$ cat src/rtl/freq_gen_pkg.sv
// Shared types and constants for the freq_gen square-wave generator.
package freq_gen_pkg;

    localparam int unsigned CNT_W_DEFAULT = 16;

    typedef enum logic [1:0] {
        IDLE = 2'd0,
        HIGH = 2'd1,
        LOW  = 2'd2
    } state_e;

endpackage

$ cat src/rtl/freq_gen_phase_timer.sv
// Loadable down-counter that times one phase; expire pulses when a loaded count runs out.
module phase_timer #(
    parameter int unsigned CNT_W = 16
) (
    input  logic             clk,
    input  logic             rst_n,
    input  logic             load,
    input  logic [CNT_W-1:0] load_val,
    input  logic             clear,
    output logic [CNT_W-1:0] value,
    output logic             expire
);

    localparam logic [CNT_W-1:0] CntOne = CNT_W'(1);

    logic [CNT_W-1:0] cnt_q, cnt_d;
    logic             active_q, active_d;

    // A load of N expires N+1 cycles later; load wins over a coincident expiry.
    always_comb begin
        cnt_d    = cnt_q;
        active_d = active_q;
        if (load) begin
            cnt_d    = load_val;
            active_d = 1'b1;
        end else if (clear) begin
            cnt_d    = '0;
            active_d = 1'b0;
        end else if (active_q) begin
            if (cnt_q == '0) begin
                active_d = 1'b0;
            end else begin
                cnt_d = cnt_q - CntOne;
            end
        end
    end

    always_ff @(posedge clk or negedge rst_n) begin
        if (!rst_n) begin
            cnt_q    <= '0;
            active_q <= 1'b0;
        end else begin
            cnt_q    <= cnt_d;
            active_q <= active_d;
        end
    end

    assign value  = cnt_q;
    assign expire = active_q && (cnt_q == '0);

endmodule

$ cat src/rtl/freq_gen.sv
// Programmable square-wave generator: H cycles high, H cycles low, for N pulses or forever.
module freq_gen
    import freq_gen_pkg::*;
#(
    parameter int unsigned CNT_W = CNT_W_DEFAULT
) (
    input  logic             clk,
    input  logic             rst_n,
    input  logic             start,
    input  logic             stop,
    input  logic [CNT_W-1:0] half_period,
    input  logic [CNT_W-1:0] pulse_count,
    output logic             fout,
    output logic             busy,
    output logic             done,
    output logic             err,
    output logic [CNT_W-1:0] edges_sent
);

    localparam logic [CNT_W-1:0] CntOne = CNT_W'(1);

    state_e           state_q, state_d;
    logic [CNT_W-1:0] cfg_half_q, cfg_half_d;
    logic [CNT_W-1:0] cfg_pulses_q, cfg_pulses_d;
    logic [CNT_W-1:0] edges_q, edges_d;
    logic             fout_q, fout_d;
    logic             busy_q, busy_d;
    logic             done_q, done_d;
    logic             err_q, err_d;

    logic             timer_load;
    logic             timer_clear;
    logic [CNT_W-1:0] timer_load_val;
    logic [CNT_W-1:0] timer_value;
    logic             timer_expire;

    logic             start_ok;
    logic             start_bad;
    logic             more_pulses;

    // stop outranks start, so a simultaneous pair is neither accepted nor rejected.
    assign start_ok    = start && !stop && (half_period != '0);
    assign start_bad   = start && !stop && (half_period == '0);
    assign more_pulses = (cfg_pulses_q == '0) || (edges_q < cfg_pulses_q);

    phase_timer #(
        .CNT_W (CNT_W)
    ) u_phase_timer (
        .clk      (clk),
        .rst_n    (rst_n),
        .load     (timer_load),
        .load_val (timer_load_val),
        .clear    (timer_clear),
        .value    (timer_value),
        .expire   (timer_expire)
    );

    always_ff @(posedge clk or negedge rst_n) begin
        if (!rst_n) begin
            state_q      <= IDLE;
            cfg_half_q   <= '0;
            cfg_pulses_q <= '0;
            edges_q      <= '0;
            fout_q       <= 1'b0;
            busy_q       <= 1'b0;
            done_q       <= 1'b0;
            err_q        <= 1'b0;
        end else begin
            state_q      <= state_d;
            cfg_half_q   <= cfg_half_d;
            cfg_pulses_q <= cfg_pulses_d;
            edges_q      <= edges_d;
            fout_q       <= fout_d;
            busy_q       <= busy_d;
            done_q       <= done_d;
            err_q        <= err_d;
        end
    end

    always_comb begin
        state_d = state_q;
        unique case (state_q)
            IDLE: begin
                if (start_ok) state_d = HIGH;
            end
            HIGH: begin
                if (stop)              state_d = IDLE;
                else if (timer_expire) state_d = LOW;
            end
            LOW: begin
                if (stop)              state_d = IDLE;
                else if (timer_expire) state_d = more_pulses ? HIGH : IDLE;
            end
            default: state_d = IDLE;
        endcase
    end

    // Outputs are registered copies of the next state, so fout rises with the HIGH entry.
    always_comb begin
        fout_d         = (state_d == HIGH);
        busy_d         = (state_d != IDLE);
        done_d         = 1'b0;
        err_d          = 1'b0;
        edges_d        = edges_q;
        cfg_half_d     = cfg_half_q;
        cfg_pulses_d   = cfg_pulses_q;
        timer_load     = 1'b0;
        timer_clear    = 1'b0;
        timer_load_val = cfg_half_q - CntOne;
        unique case (state_q)
            IDLE: begin
                if (start_ok) begin
                    cfg_half_d     = half_period;
                    cfg_pulses_d   = pulse_count;
                    edges_d        = CntOne;
                    timer_load     = 1'b1;
                    timer_load_val = half_period - CntOne;
                end else if (start_bad) begin
                    err_d = 1'b1;
                end
            end
            HIGH: begin
                if (stop) begin
                    timer_clear = 1'b1;
                end else if (timer_expire) begin
                    timer_load = 1'b1;
                end
            end
            LOW: begin
                if (stop) begin
                    timer_clear = 1'b1;
                end else if (timer_expire) begin
                    if (more_pulses) begin
                        timer_load = 1'b1;
                        edges_d    = edges_q + CntOne;
                    end else begin
                        done_d = 1'b1;
                    end
                end
            end
            default: ;
        endcase
    end

    assign fout       = fout_q;
    assign busy       = busy_q;
    assign done       = done_q;
    assign err        = err_q;
    assign edges_sent = edges_q;

    timer_in_range: assert property (@(posedge clk) disable iff (!rst_n)
        (state_q != IDLE) |-> (timer_value < cfg_half_q));

endmodule

$ cat config.mk
export PLATFORM = sky130hd
export DESIGN_NAME = freq_gen
export DESIGN_NICKNAME = d
export VERILOG_FILES = /design/src/rtl/freq_gen_pkg.sv /design/src/rtl/freq_gen_phase_timer.sv /design/src/rtl/freq_gen.sv
export SDC_FILE = /design/constraint.sdc
export NUM_CORES = 1
export LEC_CHECK = 0
export ABC_AREA = 1
export BUFFER_PORTS_ARGS = -buffer_cell sky130_fd_sc_hd__buf_2
export CORE_MARGIN = 10
export CORE_UTILIZATION = 25
export DETAILED_ROUTE_END_ITERATION = 10
export GPL_ROUTABILITY_DRIVEN = 0
export PLACE_DENSITY = 0.38
export SLEW_MARGIN = 25
export SYNTH_ARGS = -nofsm -noshare
export SYNTH_HDL_FRONTEND = slang
export SYNTH_SLANG_ARGS = --single-unit
$ cat constraint.sdc
create_clock -name clk -period 3.4 [get_ports clk]
set_input_delay 0.68 -clock clk [delete_from_list [all_inputs] [get_ports clk]]
set_output_delay 0.68 -clock clk [all_outputs]
set_load 0.05 [all_outputs]
==> flow_summary.toml <==
[final_layout]
fillers = 2233
final_cell_mix = "225 x nand2_1, 79 x nor2_1, 73 x inv_1"
syn2layout_area_growth_pct = 16.3
nNetsFinal = 854
drive_gt1_share_pct = 15.0
final_cell_count_no_fill = 1070
antenna-diode-count = 0
layout_commonest_cell = "nand2_1"

[routing]
routed_wl_mm = 15.8
drt_iter0_markers = 211
vias = 4746
via_per_inst = 4.44
drc = 0
wire_per_inst_um = 14.8
drt_first_pass_iters = 4
antenna_left = 0

[timing]
setup_viol = 0
hold_violations = 0
grt_setup_unrepaired = "false"
finalCriticalPeriod_ns = 2.46
skew_ns = 0.0110
slew_viol_final = 0
slew_headroom_pct = 64.8
fmaxAchievable_ghz = 0.406
setup_tns_ns = 0
finalCritPeriodShare_pct = 72.4
worstMarginPinSlew_ns = 0.524

[grt]
use_met2_pct = 18.3
grtUsageMet3_pct = 2.64
grt_max_degree = 40
antenna_found_initial = 0
grt_pass1_wl_mm = 26.3
overflow = 0
grt_pass1_vias = 4879
globalRouteMet1Util_pct = 17.4
grt-busiest-layer = "met2"
track_usage_pct = 12.2

[clock_tree]
cts_max_level = 3
cts_hold_buf = 0
cts_tree = "yes"
cts_setup_buffers = 0
cts_resized = 0
clock_sinks = 71
clkLatencyLatePin_ns = 0.34
cts_buffer_depth = 2
clk_pin_slew_ns = 0.06
cts_made_buffers = 9
cts_root_buf = "clkbuf_16"

[critical_path]
worstPathArrival_ns = 2.69
startpoint = "edges_sent[14]$_DFFE_PN0P_"
cp_data_required_time_ns = 3.63
max_stage_delay_ns = 0.47
path_max_fanout = 34
rrSetupSlack_ns = 0.94
path_cells = "ha_1 > nand2_1 > inv_1 > nand3_1 > nor3_1 > nand2_1 > nand2_1 > nand2_2 > nand2_4 > nand2_8 > nand2_8 > nand3_4 > nand2_1 > nand2_1"
crit_type = "reg2reg"
crit_top_cell = "nand2_1"
critical_path.top_delay_family = "simple AND/OR/NAND/NOR gates"
timing.rr.start = "edges_sent[14]$_DFFE_PN0P_"
cp-start-kind = "flip-flop"
reg2reg_depth = 14
setup.worst_path.end_class = "flip-flop"
reg2reg_to = "u_phase_timer.value[1]$_DFFE_PN0P_"
crit_slowest_cell = "dfrtp_1"
critical_path_buf_inv_count = 1

[yosys]
syn_area_um2 = 5220
synthAdderAreaFrac_pct = 5.51
post_synth_xor_area_fraction_pct = 6.71
synth_compound_area_share_pct = 7.83
ys_ff_latch = 71
async_flop_share_pct = 100
synth_top_family_by_area = "simple AND/OR/NAND/NOR gates"
synthFlopType = "dfrtp_1"
seq_area_frac_synth_pct = 34.0
synth_warnings = 0
yosys.area_share.simple_pct = 37.7
synth_edf_count = 0
ys_types = 40
synthCells = 744
synth_fp_nets = 803
syn_avg_cell_area_um2 = 7.02
synth.mux.area_fraction_pct = 0

[power_and_ir_drop]
p_int_uw = 2400
pwr-share-seq_pct = 31.9
p_per_area_nw_per_um2 = 722
power.total_uw = 4380
clkPwrFrac_pct = 22.6
leakage_uw = 0.00299
peakVddDrop_uv = 292
pwr-share-comb_pct = 45.4
netSwitchingFraction_pct = 45.2
switchingPower_uw = 1980

[hold_path]
hold_class = "in2async"

[status]
status = "finished, final reports clean"

[floorplanning]
dieArea_um2 = 27100
start_util_pct = 25.6
core-area_um2 = 20400
chipHeight_um = 165
die_w_um = 165
num_rows = 52
io_pins = 56

[placed_design]
dp.cells = 1054
place_hpwl_mm = 12.2
io_buffer_count = 55

[job]
maxCapViolations = 0
## layout make-up
class	instances	area, µm²	area share [%]
Clock buffer	11	243	4.00
Multi-Input combinational cell	571	3020	49.6
Inverter	80	302	4.96
Tap cell	270	338	5.56
Timing Repair Buffer	62	343	5.64
Clock inverter	5	56.3	0.927
Sequential cell	71	1780	29.3
## stage by stage
stage	setup slack, ns	cell area, µm²	utilization [%]	hold slack, ns
5_1_grt	0.609	6070	29.8	0.348
3_5_place_dp	0.618	5770	28.4	0.512
4_1_cts	0.904	6070	29.8	0.330
6_report	0.937	6070	29.8	0.311
3_3_place_gp	0.648	5750	28.3	0.496
2_1_floorplan	1.18	5220	-	0.384
## logic make-up (layout without fill, tap and decap cells)
group	count (synthesis)	in the layout
adder cells (fa/ha/maj)	23	23
buffers and inverters	102	158
AND/OR/NAND/NOR	430	430
flip-flops	71	71
XOR/XNOR	40	40
AO/OA/AOI/OAI	78	78
## per-layer routing
| layer | part of all wire, % | vias to the layer above |
|---|---|---|
| met5 | 0 | - |
| met4 | 1.0 | 0 |
| met3 | 3.6 | 10 |
| met2 | 43 | 72 |
| met1 | 52 | 2171 |
| li1 | - | 2493 |
## Yosys cell counts (2+ instances only)
library cell | instances | share of area [%]
buf_4 | 2 | 0.29
buf_2 | 7 | 0.67
nor4_1 | 6 | 0.72
nand2_1 | 225 | 16
clkbuf_1 | 9 | 0.65
dfrtp_1 | 71 | 34
nor2_4 | 4 | 0.86
or2_2 | 2 | 0.24
o211ai_1 | 2 | 0.29
nor3_1 | 14 | 1.3
buf_6 | 4 | 0.86
inv_1 | 73 | 5.2
nand2_8 | 2 | 0.77
ha_1 | 23 | 5.5
o21ai_1 | 11 | 1.1
xnor2_1 | 10 | 1.7
xor2_1 | 30 | 5.0
inv_2 | 5 | 0.36
nor2_2 | 6 | 0.72
nand2_2 | 15 | 1.8
o21ai_0 | 40 | 3.8
nand4_4 | 2 | 0.81
nand3_1 | 45 | 4.3
a21oi_1 | 20 | 1.9
nand4_1 | 23 | 2.8
nor2_1 | 79 | 5.7
## power by group through the flow
stage | clock (µW) | sequential, µW | combinational, µW
global placement | 0 | 1410 | 2000
global route | 1060 | 1450 | 2320
floorplan | 0 | 1410 | 1490
finish | 991 | 1400 | 1990
CTS | 1030 | 1400 | 2030
detailed placement | 0 | 1410 | 2020
## registers in the layout, indices dropped and copies added, names as in the netlist
register                flops
u_phase_timer.active_q      1
err                         1
cfg_half_q                 16
busy                        1
state_q                     2
done                        1
u_phase_timer.value        16
cfg_pulses_q               16
fout                        1
edges_sent                 16
## worst max-delay path by stage
stage | slack, ns | depth (start not counted) | to
6_report | 0.94 | 14 | u_phase_timer.value[1]$_DFFE_PN0P_
5_1_grt | 0.61 | 14 | u_phase_timer.value[6]$_DFFE_PN0P_
4_1_cts | 0.90 | 14 | u_phase_timer.value[14]$_DFFE_PN0P_
3_5_place_dp | 0.62 | 14 | u_phase_timer.value[2]$_DFFE_PN0P_
3_3_place_gp | 0.65 | 14 | u_phase_timer.value[11]$_DFFE_PN0P_
2_1_floorplan | 1.18 | 14 | u_phase_timer.value[2]$_DFFE_PN0P_
## worst reg2reg max path, stage by stage (launching register included)
cell,delay [ns]
dfrtp_1,0.47
ha_1,0.32
nand2_1,0.06
inv_1,0.05
nand3_1,0.07
nor3_1,0.19
nand2_1,0.08
nand2_1,0.11
nand2_2,0.11
nand2_4,0.11
nand2_8,0.10
nand2_8,0.23
nand3_4,0.26
nand2_1,0.14
nand2_1,0.05
(Power assumes the default switching activity.)
